$ cat src/rtl/dram_port_arbiter.sv
`default_nettype none
// ============================================================================
// Module   : dram_port_arbiter
// Purpose  : Two-port access controller in front of a byte-banked data RAM.
//            Arbitrates between the CPU memory stage (port A) and a loader/DMA
//            port (port B), issues at most one RAM access per cycle, generates
//            big-endian byte-lane selects and write-data replication, checks
//            alignment and returns registered, extended load data one cycle
//            after the grant.
// Ports    : clk, rst                   - clock, synchronous active-high reset
//            a_* / b_*                  - request (req, we, size, signed, addr,
//                                         wdata) and response (gnt, rvalid,
//                                         rdata, err) for each port
//            ram_ce/we/sel/addr/wdata   - combinational RAM command
//            ram_rdata                  - combinational RAM read data
// Revision : 1.0 - initial release
// ============================================================================
module dram_port_arbiter #(
    parameter int ADDR_W       = 32,
    parameter int STARVE_LIMIT = 4
) (
    input  logic              clk,
    input  logic              rst,
    // Port A (CPU memory stage)
    input  logic              a_req,
    input  logic              a_we,
    input  logic [1:0]        a_size,
    input  logic              a_signed,
    input  logic [ADDR_W-1:0] a_addr,
    input  logic [31:0]       a_wdata,
    output logic              a_gnt,
    output logic              a_rvalid,
    output logic [31:0]       a_rdata,
    output logic              a_err,
    // Port B (loader / DMA)
    input  logic              b_req,
    input  logic              b_we,
    input  logic [1:0]        b_size,
    input  logic              b_signed,
    input  logic [ADDR_W-1:0] b_addr,
    input  logic [31:0]       b_wdata,
    output logic              b_gnt,
    output logic              b_rvalid,
    output logic [31:0]       b_rdata,
    output logic              b_err,
    // RAM side
    output logic              ram_ce,
    output logic              ram_we,
    output logic [3:0]        ram_sel,
    output logic [ADDR_W-1:0] ram_addr,
    output logic [31:0]       ram_wdata,
    input  logic [31:0]       ram_rdata
);

    localparam logic [3:0] c_starve_limit = 4'(STARVE_LIMIT);

    logic [3:0]        r_starve_cnt;
    logic              r_a_rvalid, r_a_err, r_b_rvalid, r_b_err;
    logic [31:0]       r_a_rdata, r_b_rdata;

    logic              w_a_gnt, w_b_gnt, w_gnt;
    logic              w_we, w_signed, w_err, w_legal;
    logic [1:0]        w_size, w_off;
    logic [ADDR_W-1:0] w_addr;
    logic [31:0]       w_wd;
    logic [3:0]        w_sel;
    logic [31:0]       w_wdata;
    logic [7:0]        w_lane_byte;
    logic [15:0]       w_lane_half;
    logic [31:0]       w_ext;
    logic [31:0]       w_load_data;

    // Arbitration: A has priority unless B has waited STARVE_LIMIT cycles.
    // No grant is issued while reset is asserted.
    always_comb begin
        w_a_gnt = 1'b0;
        w_b_gnt = 1'b0;
        if (!rst) begin
            if (a_req && b_req) begin
                if (r_starve_cnt == c_starve_limit) begin
                    w_b_gnt = 1'b1;
                end else begin
                    w_a_gnt = 1'b1;
                end
            end else begin
                w_a_gnt = a_req;
                w_b_gnt = b_req;
            end
        end
    end

    assign w_gnt    = w_a_gnt | w_b_gnt;
    assign w_we     = w_b_gnt ? b_we     : a_we;
    assign w_size   = w_b_gnt ? b_size   : a_size;
    assign w_signed = w_b_gnt ? b_signed : a_signed;
    assign w_addr   = w_b_gnt ? b_addr   : a_addr;
    assign w_wd     = w_b_gnt ? b_wdata  : a_wdata;
    assign w_off    = w_addr[1:0];

    // Illegal size or misalignment still consumes the slot but never
    // touches the RAM.
    always_comb begin
        case (w_size)
            2'd0:    w_err = 1'b0;
            2'd1:    w_err = w_off[0];
            2'd2:    w_err = (w_off != 2'd0);
            default: w_err = 1'b1;
        endcase
    end

    assign w_legal = w_gnt & ~w_err;

    // Big-endian lanes: sel[3] carries byte offset 0 (bits 31:24).
    always_comb begin
        w_sel   = 4'b0000;
        w_wdata = 32'd0;
        case (w_size)
            2'd0: begin
                w_sel   = 4'b1000 >> w_off;
                w_wdata = {4{w_wd[7:0]}};
            end
            2'd1: begin
                w_sel   = w_off[1] ? 4'b0011 : 4'b1100;
                w_wdata = {2{w_wd[15:0]}};
            end
            default: begin
                w_sel   = 4'b1111;
                w_wdata = w_wd;
            end
        endcase
    end

    assign ram_ce    = w_legal;
    assign ram_we    = w_legal & w_we;
    assign ram_sel   = w_legal ? w_sel : 4'b0000;
    assign ram_addr  = w_legal ? {w_addr[ADDR_W-1:2], 2'b00} : '0;
    assign ram_wdata = w_legal ? w_wdata : 32'd0;

    // Lane extraction and extension of the read word.
    always_comb begin
        case (w_off)
            2'd1:    w_lane_byte = ram_rdata[23:16];
            2'd2:    w_lane_byte = ram_rdata[15:8];
            2'd3:    w_lane_byte = ram_rdata[7:0];
            default: w_lane_byte = ram_rdata[31:24];
        endcase
        w_lane_half = w_off[1] ? ram_rdata[15:0] : ram_rdata[31:16];
        case (w_size)
            2'd0:    w_ext = {{24{w_signed & w_lane_byte[7]}}, w_lane_byte};
            2'd1:    w_ext = {{16{w_signed & w_lane_half[15]}}, w_lane_half};
            default: w_ext = ram_rdata;
        endcase
        w_load_data = (w_legal && !w_we) ? w_ext : 32'd0;
    end

    always_ff @(posedge clk) begin
        if (rst) begin
            r_starve_cnt <= 4'd0;
            r_a_rvalid   <= 1'b0;
            r_a_err      <= 1'b0;
            r_a_rdata    <= 32'd0;
            r_b_rvalid   <= 1'b0;
            r_b_err      <= 1'b0;
            r_b_rdata    <= 32'd0;
        end else begin
            r_a_rvalid <= w_a_gnt;
            r_a_err    <= w_a_gnt & w_err;
            r_a_rdata  <= w_a_gnt ? w_load_data : 32'd0;
            r_b_rvalid <= w_b_gnt;
            r_b_err    <= w_b_gnt & w_err;
            r_b_rdata  <= w_b_gnt ? w_load_data : 32'd0;
            if (b_req && !w_b_gnt) begin
                if (r_starve_cnt != c_starve_limit) begin
                    r_starve_cnt <= r_starve_cnt + 4'd1;
                end
            end else begin
                r_starve_cnt <= 4'd0;
            end
        end
    end

    // Responses are masked while reset is high so a response in flight when
    // reset arrives is never seen.
    assign a_gnt    = w_a_gnt;
    assign b_gnt    = w_b_gnt;
    assign a_rvalid = r_a_rvalid & ~rst;
    assign a_err    = r_a_err & ~rst;
    assign a_rdata  = r_a_rdata & {32{~rst}};
    assign b_rvalid = r_b_rvalid & ~rst;
    assign b_err    = r_b_err & ~rst;
    assign b_rdata  = r_b_rdata & {32{~rst}};

endmodule
`default_nettype wire

$ cat config.mk
export PLATFORM = sky130hd
export DESIGN_NAME = dram_port_arbiter
export DESIGN_NICKNAME = d
export VERILOG_FILES = /design/src/rtl/dram_port_arbiter.sv
export SDC_FILE = /design/constraint.sdc
export NUM_CORES = 1
export LEC_CHECK = 0
export BUFFER_PORTS_ARGS = -buffer_cell sky130_fd_sc_hd__buf_2
export CAP_MARGIN = 20
export CORE_MARGIN = 2
export CORE_UTILIZATION = 30
export CTS_CLUSTER_DIAMETER = 30
export CTS_CLUSTER_SIZE = 8
export DETAILED_ROUTE_END_ITERATION = 6
export GPL_TIMING_DRIVEN = 0
export PLACE_DENSITY = 0.63
export SETUP_SLACK_MARGIN = 0.02
export SYNTH_ARGS = -nofsm -noshare
export SYNTH_HDL_FRONTEND = slang
export SYNTH_SLANG_ARGS = --single-unit
$ cat constraint.sdc
create_clock -name clk -period 6 [get_ports clk]
set_input_delay 0.6 -clock clk [delete_from_list [all_inputs] [get_ports clk]]
set_output_delay 0.6 -clock clk [all_outputs]
set_load 0.02 [all_outputs]
==> flow_results.org, run 1 <==
** Finish
- Leaving out fill and tap cells, the most frequent cell in the layout is buf_2.
- The final layout contains 1142 nets.
- Fill cells in the final layout number 1738.
- Area grow syn2layout :: 44.1%
- In the final layout, the share of cells above drive strength 1 is 0.397.
- Top library cells by usage in the layout, fill and taps aside :: 331 x buf_2, 126 x nand2_1, 76 x nor2b_1

** CTS
- Worst-skew pair later-pin latency :: 0.33 ns
- Hold-fix buffer count after cts :: 0
- Clock tree from TritonCTS :: done
- After clock tree synthesis, the repair step resized 0 gates.
- Once the clock tree was built, the setup fixing pass inserted 0 buffers.
- H-tree depth :: 3
- The clock passes through at most 2 buffers.
- Buffer cell driving the clock tree root :: clkbuf_16
- In this run, CTS created clock tree buffers numbering 9.
- Clock transition time at the flip-flop clock pins of the worst setup and hold paths :: 0.06 ns
- Clock sinks :: 72

** Global route
- The first global-routing pass estimated 30300 um of wire.
- Largest net degree at the start of global routing :: 13
- For this run, the total global-route usage over all layers was measured as 0.235.
- For this run the aggregate overflow at the end of global routing stands at 0.
- The initial antenna violation count came to 1.
- The via count of the first global-routing pass was 5338.

** Setup path
- Buffering stage count on the worst path with inverters included :: 5
- Worst setup SP type :: flip-flop
- Critical Path Most Common Cell :: buf_2
- In this run the worst setup path begins at r_starve_cnt[0]$_SDFFE_PP0P_.
- Logic depth of the worst path, buffers included :: 12
- Critical path's top delay family :: compound AO/OA/AOI/OAI gates
- Counting cells, the worst reg-to-reg path comes to 9.
- Data required time of the worst path :: 5.40 ns
- Highest cell delay on the worst timing path :: 0.50 ns
- Data arrives at the worst endpoint at 3.37 ns.
- Among all stages on the critical path, the largest delay is contributed by o211ai_1.
- R2r setup slk :: 2.97 ns
- The startpoint identified for the worst register-to-register timing path is r_starve_cnt[0]$_SDFFE_PP0P_.
- Critical path class :: reg2out
- Crit path capture type :: primary output
- Worst Path Max Fanout :: 10
- The endpoint identified for the worst register-to-register timing path is r_b_rdata[7]$_SDFF_PP0_.
- Traced cell by cell, the critical path runs through inv_1, ha_1, and3b_1, buf_4, o211ai_1, a2bb2oi_1, o22ai_2, nand2b_1, buf_2, buf_2, a311oi_1, buf_2.
- The critical path ends at ram_wdata[24].

** Status
- The run finished with clean final reports.

** Synthesis
- Library cells used by synthesis :: 60
- Post-synth top area cell :: dfxtp_1
- Flip-flop and latch count after synthesis :: 72
- Leading cell types by total area after synthesis :: dfxtp_1 30%, nor2b_1 9.9%, nand2_1 9.9%, a21oi_1 5.9%, nor2_1 5.6%
- Proportion of synthesized flip-flops having asynchronous set or reset :: 0
- Post-synthesis sequential area ratio :: 0.301
- Avg Inst Size Synth :: 7.37 sq um
- Syn Inst Count :: 650
- The most used flip-flop cell after synthesis is dfxtp_1.
- Cell area after synthesis :: 0.00479 sq mm
- The share of synthesized area in the top cell type comes to 0.301.
- Number of warning messages in the yosys log :: 0
- Counting flops with a built-in enable in the synthesized netlist gives 0.

** Power and ir drop
- Of the total power, registers draw 0.349.
- P per Cell Area :: 203 mW/mm^2
- Of the total power, the clock network draws 0.377.
- Leakage power summed over all cells :: 3.40 nW
- Worst vdd rail ir drop :: 0.107 mV
- The share of total power dissipated in combinational logic is 0.273.
- Sum of internal, switching and leakage power :: 1.40 mW
- Of the total power, the share spent switching nets is 0.317.
- Summed over all nets, the switching power comes to 0.444 mW.
- Internal power comes to 0.955 mW.

** Placement
- The HPWL after detailed placement is 17500 um.
- Routability-driven placement finished with a final weighted congestion of 0.936.
- Buffers placed on the I/O ports in this run total 306.

** STA
- Setup repair after global routing left no endpoint under its margin.
- Final setup violation count :: 0
- Measured against its own limit, the worst slew margin works out to 0.0965.
- Setup skew after layout :: 0.00590 ns
- For the finished layout, the period the worst path requires is 3.97 ns.
- Fin crit share :: 0.661
- Total count of hold-check failures in the final report :: 0
- Max-slew violation total from the final report :: 0
- After routing, the total negative slack on setup checks comes to 0 ns.
- Worst slew pin tran :: 1.32 ns
- Maximum frequency from static timing analysis :: 252 MHz

** Floorplan
- Die boundary height :: 130 um
- Starting density of the core :: 0.304
- Width of the die :: 130 um
- The region available for standard cell placement spans 0.0158 sq mm.
- The floorplan has 46 rows.
- 312 I/O pins were placed.
- The die covers 0.0170 sq mm.

** Drt
- The detailed router finished its first iteration with 391 violations.
- Using the TritonRoute via totals, the vias-per-cell ratio works out to 4.99.
- Vias after detailed routing :: 5947
- Post-DRT Antenna Nets :: 0
- For this run, design rule violations remaining after detail routing come to 0.
- 1st-pass router iterations :: 7
- After detailed routing, the total wire length is 21400 um.
- Post-DR wirelength/cell :: 17.9 um

** Job
- Max Cap Violations :: 0

** Worst hold path
- Hold/Removal Path Class :: reg2reg
==> Yosys cell counts (9+ instances only) <==
master,instances
nand2_1,126
nor2b_1,76
dfxtp_1,72
nor2_1,72
a21oi_1,56
clkbuf_1,26
buf_2,25
nor4_1,23
a211oi_1,20
a311oi_1,16
o21ai_0,16
inv_1,11
mux2i_1,10
nor4_2,9
==> per-layer routing <==
metal | vias up | GRT usage | part of all wire
met2 | 331 | 0.416 | 0.49
li1 | 2921 | - | -
met1 | 2657 | 0.290 | 0.40
met5 | - | 0 | 0
met3 | 38 | 0.0377 | 0.079
met4 | 0 | 0.0826 | 0.030
==> stage by stage <==
| step | hold slack [ns] | util | std cells | setup WS (ns) | instance area (sq um) |
|---|---|---|---|---|---|
| after global routing | 0.485 | 0.437 | 1190 | 1.80 | 6900 |
| after global placement | 0.446 | 0.418 | 1173 | 2.28 | 6600 |
| after detailed placement | 0.453 | 0.418 | 1173 | 2.29 | 6600 |
| after CTS | 0.468 | 0.437 | 1189 | 1.96 | 6890 |
| final | 0.466 | 0.438 | 1192 | 2.03 | 6900 |
| after floorplan | 0.430 | - | 651 | 2.49 | 4790 |
==> kinds of logic (layout without fill, tap and decap cells) <==
family | Yosys count | count (layout) | synth area share
simple gates | 327 | 327 | 0.339
mux | 14 | 14 | 0.0340
fa+ha+maj | 2 | 2 | 0.00522
other cells | 1 | 5 | 0.000783
buf+inv | 71 | 393 | 0.0677
xor+xnor | 3 | 3 | 0.00549
compound gates | 160 | 160 | 0.247
flops | 72 | 72 | 0.301
==> registers in the layout, summed over array words and instances (netlist names) <==
name,flops
r_a_err,1
r_a_rdata,32
r_a_rvalid,1
r_b_err,1
r_b_rdata,32
r_b_rvalid,1
r_starve_cnt,4
==> power groups by stage <==
stage	clock [mW]	combinational, mW	sequential [mW]
2_1_floorplan	0	0.222	0.498
3_3_place_gp	0	0.378	0.499
3_5_place_dp	0	0.379	0.499
4_1_cts	0.537	0.381	0.489
5_1_grt	0.555	0.415	0.489
6_report	0.528	0.382	0.489
==> worst min path at each step <==
stage / startpoint / cells past startpoint / endpoint
after global routing: r_starve_cnt[0]$_SDFFE_PP0P_ / 1 / r_starve_cnt[0]$_SDFFE_PP0P_
after CTS: r_starve_cnt[0]$_SDFFE_PP0P_ / 1 / r_starve_cnt[0]$_SDFFE_PP0P_
after detailed placement: r_starve_cnt[0]$_SDFFE_PP0P_ / 1 / r_starve_cnt[0]$_SDFFE_PP0P_
final: r_starve_cnt[0]$_SDFFE_PP0P_ / 1 / r_starve_cnt[0]$_SDFFE_PP0P_
after global placement: r_starve_cnt[0]$_SDFFE_PP0P_ / 1 / r_starve_cnt[0]$_SDFFE_PP0P_
after floorplan: r_starve_cnt[0]$_SDFFE_PP0P_ / 1 / r_starve_cnt[0]$_SDFFE_PP0P_
==> layout make-up <==
class / count / area, sq um / area share
tap: 216 / 270 / 0.0392
antenna: 3 / 7.51 / 0.00109
clock inverter: 5 / 56.3 / 0.00816
multi-input combinational: 508 / 3030 / 0.439
buffer: 60 / 283 / 0.0410
inverter: 11 / 41.3 / 0.00598
timing repair buffer: 306 / 1530 / 0.222
sequential: 72 / 1440 / 0.209
clock buffer: 11 / 243 / 0.0352
Power figures use the tool's default switching activity.
==> run 2, diff against run 1 <==
--- a/config.mk
+++ b/config.mk
@@ -5,6 +5,7 @@
 export SDC_FILE = /design/constraint.sdc
 export NUM_CORES = 1
 export LEC_CHECK = 0
+export ABC_AREA = 1
 export BUFFER_PORTS_ARGS = -buffer_cell sky130_fd_sc_hd__buf_2
 export CAP_MARGIN = 20
 export CORE_MARGIN = 2
==> constraint.sdc (replaced) <==
create_clock -name clk -period 4 [get_ports clk]
set_input_delay 0.4 -clock clk [delete_from_list [all_inputs] [get_ports clk]]
set_output_delay 0.4 -clock clk [all_outputs]
set_load 0.02 [all_outputs]
==> run 2 against run 1 <==
Compared with the run above:
- clock skew is 0.0018 ns lower
- synthesized cell count is 27% higher
- worst setup slack worse by 1.5 ns
- final area is 1.9% higher
- non-clock buffer count is 8 lower
- critical path type unchanged
- critical endpoint is now ram_wdata[13]
- largest cell class unchanged
- largest power group unchanged
- highest routed layer unchanged
==> flow_results.org, run 2 <==
** Global route
- The first global-routing pass estimated 31200 um of wire.
- Largest net degree at the start of global routing :: 13
- Gr usage total :: 0.229
- Initial antenna violation count :: 1
- Grt ovf :: 0
- Vias in the first global route :: 5912

** Synthesis
- After synthesis, the netlist uses 35 different library cells.
- Leading cell types by total area after synthesis :: dfxtp_1 30%, nand2_1 16%, nor2_1 13%, inv_1 8.8%, a21oi_1 5.8%
- Counting instances in the post-synthesis netlist gives the leading cell types as 213 x nand2_1, 166 x nor2_1, 114 x inv_1.
- The cell area that synthesis handed to floorplanning was 0.00488 sq mm.
- Number of enable-type register cells in the synthesized netlist :: 0
- Of all cell types, the one taking the most synthesized area is dfxtp_1.
- Syn Inst Count :: 824
- Of the post-synthesis cell area, the dominant cell type holds 0.295.
- In this run the mean area of a mapped cell was 5.92 sq um.
- Most used flip-flop cell after synthesis :: dfxtp_1
- In the synthesized netlist the async set-or-reset flop fraction comes to 0.
- Post-synthesis sequential area ratio :: 0.295
- Flip-flop and latch count after synthesis :: 72
- The Yosys step of the flow raised 0 warnings.
- Most repeated cell in the gate-level netlist after synthesis :: nand2_1

** Power and ir drop
- Relative contribution of combinational cells to total power :: 0.270
- Sequential Power Share :: 0.332
- Of the total power, the share spent switching nets is 0.312.
- Switching power :: 0.683 mW
- In this run the static leakage power is 3.79 nW.
- Portion of total power attributed to the clock network :: 0.398
- Across the VDD grid, the largest voltage drop is 0.197 mV.
- Overall power consumption after layout is estimated at 2.19 mW.
- Internal Dissipation :: 1.51 mW
- In this run the power density over the cells is 312 mW/mm^2.

** Floorplan
- The total area inside the core boundary comes to 0.0159 sq mm.
- The die covers 0.0173 sq mm.
- The floorplan step set the die width to 132 um.
- The initial utilization of the core area, before any placement, comes to 0.307.
- Die boundary height :: 132 um
- I/O pin total :: 312
- The floorplan has 46 rows.

** STA
- Final Critical Period :: 3.50 ns
- The final-report max-slew violation count was 0.
- Total count of hold-check failures in the final report :: 0
- Setup repair after global routing left no endpoint under its margin.
- Setup skew after layout :: 0.00408 ns
- Timing would allow up to 286 MHz.
- Setup violations remaining at the end of the flow were counted as 0.
- Worst slew pin tran :: 1.02 ns
- Total Neg Setup Slack :: 0 ns
- Slew margin rel. :: 0.314
- Of the available clock period, the critical path in the final layout requires 0.874.

** CTS
- The clock reaches the later pin of the worst-skew pair after 0.33 ns.
- Hold repair after CTS inserted 0 buffers.
- After clock tree synthesis, the setup repair step added 0 buffers.
- Num CTS Buffers :: 9
- Clock transition time at the flip-flop clock pins of the worst setup and hold paths :: 0.06 ns
- TritonCTS built the clock tree.
- Bufs on Longest Clock Path :: 2
- CTS placed an instance of clkbuf_16 at the clock tree root.
- Once the clock tree was built, the resizer swapped 0 gates to a different size.
- The H-tree was split into 3 levels.
- Clock tree synthesis found a total of 72 sinks.

** Drt
- Post-DR wirelength/cell :: 14.9 um
- The routed layout has 6155 vias.
- DRC violations left :: 0
- Once detail routing completed, the nets flagged for antenna violations numbered 0.
- Post-detailed-route via-to-cell ratio :: 4.51
- Overall routed net length :: 20300 um
- 1st-pass router iterations :: 4
- In this run, the number of DRC markers left after iteration 0 of detailed routing was 286.

** Finish
- Largest registers in the final layout :: r_a_rdata x32, r_b_rdata x32, r_starve_cnt x4
- Fraction of final layout cells sized beyond drive strength 1 :: 0.348
- The library cells used most frequently in the layout, excluding fill and tap cells, are 322 x buf_2, 213 x nand2_1, 166 x nor2_1.
- The final layout contains 1318 nets.
- The area growth from synthesis to layout is 44.0%.
- Most common library cell in the layout ignoring fill and taps :: buf_2
- Utilization after layout :: 0.443
- Number of inserted filler cells in the final layout :: 1773
- Summing all non-filler instances in the final layout gives an area of 0.00703 sq mm.

** Placement
- In this run the tool buffered the top-level ports with 308 buffer cells.
- Cell area after placement :: 0.00670 sq mm
- Placed wire-length estimate after detailed placement :: 16900 um
- At the end of routability-driven placement, the weighted congestion stood at 0.931.

** Setup path
- Data arrival time of the critical path :: 3.10 ns
- Crit path capture type :: primary output
- In this design, the stage delay of the slowest critical-path cell is 0.56 ns.
- The signal on the critical path passes through inv_1, ha_1, nand3_2, nand2_4, nand2_4, buf_6, clkbuf_1, o21ai_0, o21ai_0, a211oi_1, buf_2.
- Worst setup SP type :: flip-flop
- The largest individual stage delay along the critical path comes from the cell o21ai_0.
- In this run the worst path has a maximum fanout of 10.
- The setup path with the least slack is of type reg2out.
- Data on the critical path is required at its endpoint by 3.60 ns.

** Worst hold path
- The worst hold path belongs to the class in2reg.

** Job
- The tool flagged a number of max-cap violations equal to 0.

** Status
- The run finished with clean final reports.
[run 2: per-layer routing]
| layer | wire [um] | track usage |
|---|---|---|
| met5 | 0 | 0 |
| met4 | 607 | 0.0906 |
| met3 | 1200 | 0.0451 |
| met2 | 10500 | 0.426 |
| met1 | 8050 | 0.255 |
[run 2: worst paths after layout]
path	startpoint	to	slack, ns	cells after the start
max	r_starve_cnt[0]$_SDFFE_PP0P_	ram_wdata[13]	0.50	11
min reg2reg	r_starve_cnt[0]$_SDFFE_PP0P_	r_starve_cnt[0]$_SDFFE_PP0P_	0.46	1
min	ram_rdata[14]	r_b_rdata[14]$_SDFF_PP0_	0.45	5
max reg2reg	r_starve_cnt[0]$_SDFFE_PP0P_	r_b_rdata[8]$_SDFF_PP0_	1.30	10
[run 2: area by class of cell]
cell class / instances / area (sq um) / area share
clock inverters: 4 / 77.6 / 0.0110
flip-flops and latches: 72 / 1440 / 0.205
clock buffers: 11 / 253 / 0.0359
diodes: 1 / 2.50 / 0.000356
inverters: 120 / 452 / 0.0642
well taps: 216 / 270 / 0.0384
multi-input cells: 583 / 2750 / 0.391
repair buffers: 308 / 1540 / 0.219
plain buffers: 50 / 243 / 0.0345
[run 2: worst max-delay path, delay by kind of cell (launching register included)]
kind | cells | cell delay, ns
compound gates | 3 | 1.23
fa+ha+maj | 1 | 0.18
flops | 1 | 0.33
simple gates | 3 | 0.35
buf+inv | 4 | 0.67
[run 2: power groups by stage]
stage / registers (mW) / logic (mW) / clock network (mW)
3_3_place_gp: 0.744 / 0.590 / 0
2_1_floorplan: 0.743 / 0.355 / 0
3_5_place_dp: 0.744 / 0.593 / 0
6_report: 0.728 / 0.591 / 0.873
5_1_grt: 0.729 / 0.654 / 0.908
4_1_cts: 0.728 / 0.595 / 0.886
[run 2: cell families after synthesis]
group           count (synthesis)  synth area share
compound gates                104             0.122
xor+xnor                        2           0.00359
fa+ha+maj                       2           0.00512
buf+inv                       170             0.142
flops                          72             0.295
mux                             8            0.0164
other cells                     1          0.000768
simple gates                  465             0.415
[run 2: metrics by stage]
stage / cells / setup slack (ns) / hold slack [ns]
CTS: 1364 / 0.519 / 0.445
detailed placement: 1349 / 0.873 / 0.457
global route: 1365 / 0.367 / 0.481
finish: 1365 / 0.503 / 0.452
global placement: 1349 / 0.893 / 0.453
floorplan: 825 / 1.34 / 0.430
==> run 3, diff against run 2 <==
--- a/config.mk
+++ b/config.mk
@@ -8,13 +8,10 @@
 export ABC_AREA = 1
 export BUFFER_PORTS_ARGS = -buffer_cell sky130_fd_sc_hd__buf_2
 export CAP_MARGIN = 20
-export CORE_MARGIN = 2
 export CORE_UTILIZATION = 30
 export CTS_CLUSTER_DIAMETER = 30
 export CTS_CLUSTER_SIZE = 8
 export DETAILED_ROUTE_END_ITERATION = 6
-export GPL_TIMING_DRIVEN = 0
-export PLACE_DENSITY = 0.63
 export SETUP_SLACK_MARGIN = 0.02
 export SYNTH_ARGS = -nofsm -noshare
 export SYNTH_HDL_FRONTEND = slang
==> run 3 against run 2 <==
Compared with the run above:
- hold slack better by 0.012 ns
- cell count down 2.6%
- non-clock buffer count down 37
- clock power down 19%
- via count down 2.5%
- power down 8.2%
- sequential power about the same
==> flow_results.org, run 3 (synthesis gave the netlist of run 2 again) <==
** Setup path
- By startpoint and endpoint, the worst setup path is classified as reg2out.
- The worst setup path is launched from a flip-flop.
- Worst Path Max Fanout :: 20
- Crit path capture type :: primary output
- On the worst path, the slowest cell contributes a delay of 0.51 ns.
- On the critical path, the stage with the largest delay is an instance of o21ai_4.
- Worst Reg2Reg Path Length in Cells :: 13
- For flop-to-flop paths, the worst setup slack is 1.00 ns.
- For the worst setup path, the data required time is 3.60 ns.
- STA puts the critical path data arrival time at 3.30 ns.
- CP Cell Sequence :: inv_1, ha_1, nand3_2, nand2_4, nand2_4, o21ai_4, buf_4, nor2_2, inv_1, o21ai_0, a211oi_1, buf_2

** CTS
- Bufs on Longest Clock Path :: 2
- After clock tree synthesis, the clock-pin slew on the worst setup and hold paths is 0.05 ns.
- Clock tree from TritonCTS :: done
- Worst-skew pair later-pin latency :: 0.33 ns
- Buffers inserted during clock tree synthesis total 9.
- Hold-fix buffer count after cts :: 0
- For this design, the sink count on the clock tree is 72.
- The cell sitting at the root of the clock tree is a clkbuf_16.
- The H-tree generated during clock tree synthesis spans 3 levels.

** Power and ir drop
- Summed over all cells, the static leakage comes to 3.71 nW.
- Portion of total power attributed to the clock network :: 0.353
- IR analysis of the VDD net gives a maximum drop of 0.183 mV.
- Internal Dissipation :: 1.35 mW
- Net Sw Frac :: 0.328
- Relative contribution of combinational cells to total power :: 0.285
- Overall power consumption after layout is estimated at 2.01 mW.
- In this run the power spent charging and discharging nets is 0.660 mW.
- The share of total power dissipated in sequential elements is 0.362.
- P per Cell Area :: 295 mW/mm^2

** Finish
- Most common library cell in the layout ignoring fill and taps :: buf_2
- From synthesis to final layout, the design area changed by 39.9%.
- Number of inserted filler cells in the final layout :: 1833
- The net count of the finished layout is 1281.
- The largest registers in the layout are r_a_rdata x32, r_b_rdata x32, r_starve_cnt x4.
- Top library cells by usage in the layout, fill and taps aside :: 309 x buf_2, 213 x nand2_1, 166 x nor2_1
- Utilization after layout :: 0.430
- In the final layout, the share of cells above drive strength 1 is 0.351.

** Drt
- DRC violations left :: 0
- Post-DR wirelength/cell :: 14.7 um
- The detail route stage leaves a number of antenna-violating nets equal to 0.
- 1st-pass router iterations :: 5
- In the routed layout, each cell is associated on average with a via count of 4.51.
- For this block, the routed nets add up to 19500 um of wire.
- The routed layout has 5999 vias.
- Violation count after the first detailed-routing iteration :: 318

** Floorplan
- Placeable core area :: 0.0159 sq mm
- Site row count :: 46
- Width of the die :: 130 um
- Measured along the y axis, the die boundary spans 130 um.
- Die outline area :: 0.0168 sq mm
- The initial utilization of the core area, before any placement, comes to 0.307.
- I/O pin total :: 312

** Placement
- The HPWL after detailed placement is 15600 um.
- Setup WS pre-CTS :: 0.650 ns
- Port buffering added 309 buffers.
- Routability-driven placement finished with a final weighted congestion of 0.884.

** Global route
- Gr usage total :: 0.226
- Met2 Resource Use GR :: 0.415
- Top Usage Layer GRT :: met2
- For met1 alone, demand over resource in global routing was 0.252.
- Largest net degree at the start of global routing :: 71
- For met3 alone, demand over resource in global routing was 0.0421.
- Initial antenna violation count :: 2
- Vias in the first global route :: 5435
- The first global-routing pass estimated 28500 um of wire.
- Grt ovf :: 0

** Status
- Result of the run :: complete, no violations

** STA
- Total count of hold-check failures in the final report :: 0
- Slew margin rel. :: 0.552
- Final Critical Period :: 3.70 ns
- Across all hold checks on the routed design, the worst slack comes to 0.463 ns.
- Setup repair after global routing missed its margin :: false
- Summed over all failing endpoints, the final setup total negative slack is 0 ns.
- Of the available clock period, the critical path in the final layout requires 0.926.
- Final setup violation count :: 0
- At the pin with the least slew margin, the transition time is 0.673 ns.
- Maximum frequency from static timing analysis :: 270 MHz
- Final worst setup slack :: 0.297 ns
- The final-report max-slew violation count is 0.
- Setup skew after layout :: 0.00839 ns

** Job
- Max Cap Violations :: 0

** Worst hold path
- Counting instances, the worst hold path has a depth of 5.
- In this run the worst hold path is classified as in2reg.
-- run 3: changes by cell type in the layout (fill, tap and decap cells not counted), moves of 3 or more --
cell / change
clkbuf_1: -20
buf_2: -13
buf_4: +8
buf_1: -7
buf_6: -3
-- run 3: cell type report --
cell class	instances	area [sq um]	share of cell area
inverter	120	452	0.0661
tap	216	270	0.0396
timing repair buffer	321	1640	0.240
clock inverter	3	18.8	0.00275
antenna	2	5.00	0.000733
multi-input combinational	583	2760	0.404
clock buffer	12	246	0.0361
sequential	72	1440	0.211
-- run 3: worst paths after layout --
kind,from,endpoint
setup / recovery,r_starve_cnt[1]$_SDFFE_PP0P_,ram_wdata[12]
setup reg to reg,r_starve_cnt[0]$_SDFFE_PP0P_,r_b_rdata[15]$_SDFF_PP0_
hold / removal,ram_rdata[4],r_b_rdata[4]$_SDFF_PP0_
hold reg to reg,r_starve_cnt[0]$_SDFFE_PP0P_,r_starve_cnt[0]$_SDFFE_PP0P_
-- run 3: what timing repair did --
item / in CTS / in global routing
hold endpoints to repair: 0 / 0
setup buffers: 0 / 0
endpoints found under the setup margin: 0 / 1
gates resized for setup: 0 / 1
-- run 3: critical path: cells and delay by family (launching register included) --
family / cells / cell delay [ns]
AO/OA/AOI/OAI: 3 / 1.10
flip-flops: 1 / 0.33
AND/OR/NAND/NOR: 4 / 0.42
adder cells (fa/ha/maj): 1 / 0.18
buffers and inverters: 4 / 0.92
-- run 3: per-layer routing --
metal	vias up	part of all wire
li1	3066	-
met1	2642	0.39
met2	250	0.51
met3	39	0.065
met4	2	0.032
met5	-	0.00056
-- run 3: through the flow --
step	area, sq um	instances
floorplan	4890	825
global placement	6550	1312
detailed placement	6550	1312
CTS	6820	1327
global route	6830	1328
finish	6830	1329
-- run 3: power groups by stage --
| stage | Combinational (mW) | Clock [mW] | Sequential (mW) |
|---|---|---|---|
| after CTS | 0.575 | 0.727 | 0.728 |
| final | 0.574 | 0.710 | 0.728 |
| after global routing | 0.631 | 0.762 | 0.729 |
| after floorplan | 0.355 | 0 | 0.743 |
| after global placement | 0.571 | 0 | 0.744 |
| after detailed placement | 0.573 | 0 | 0.744 |
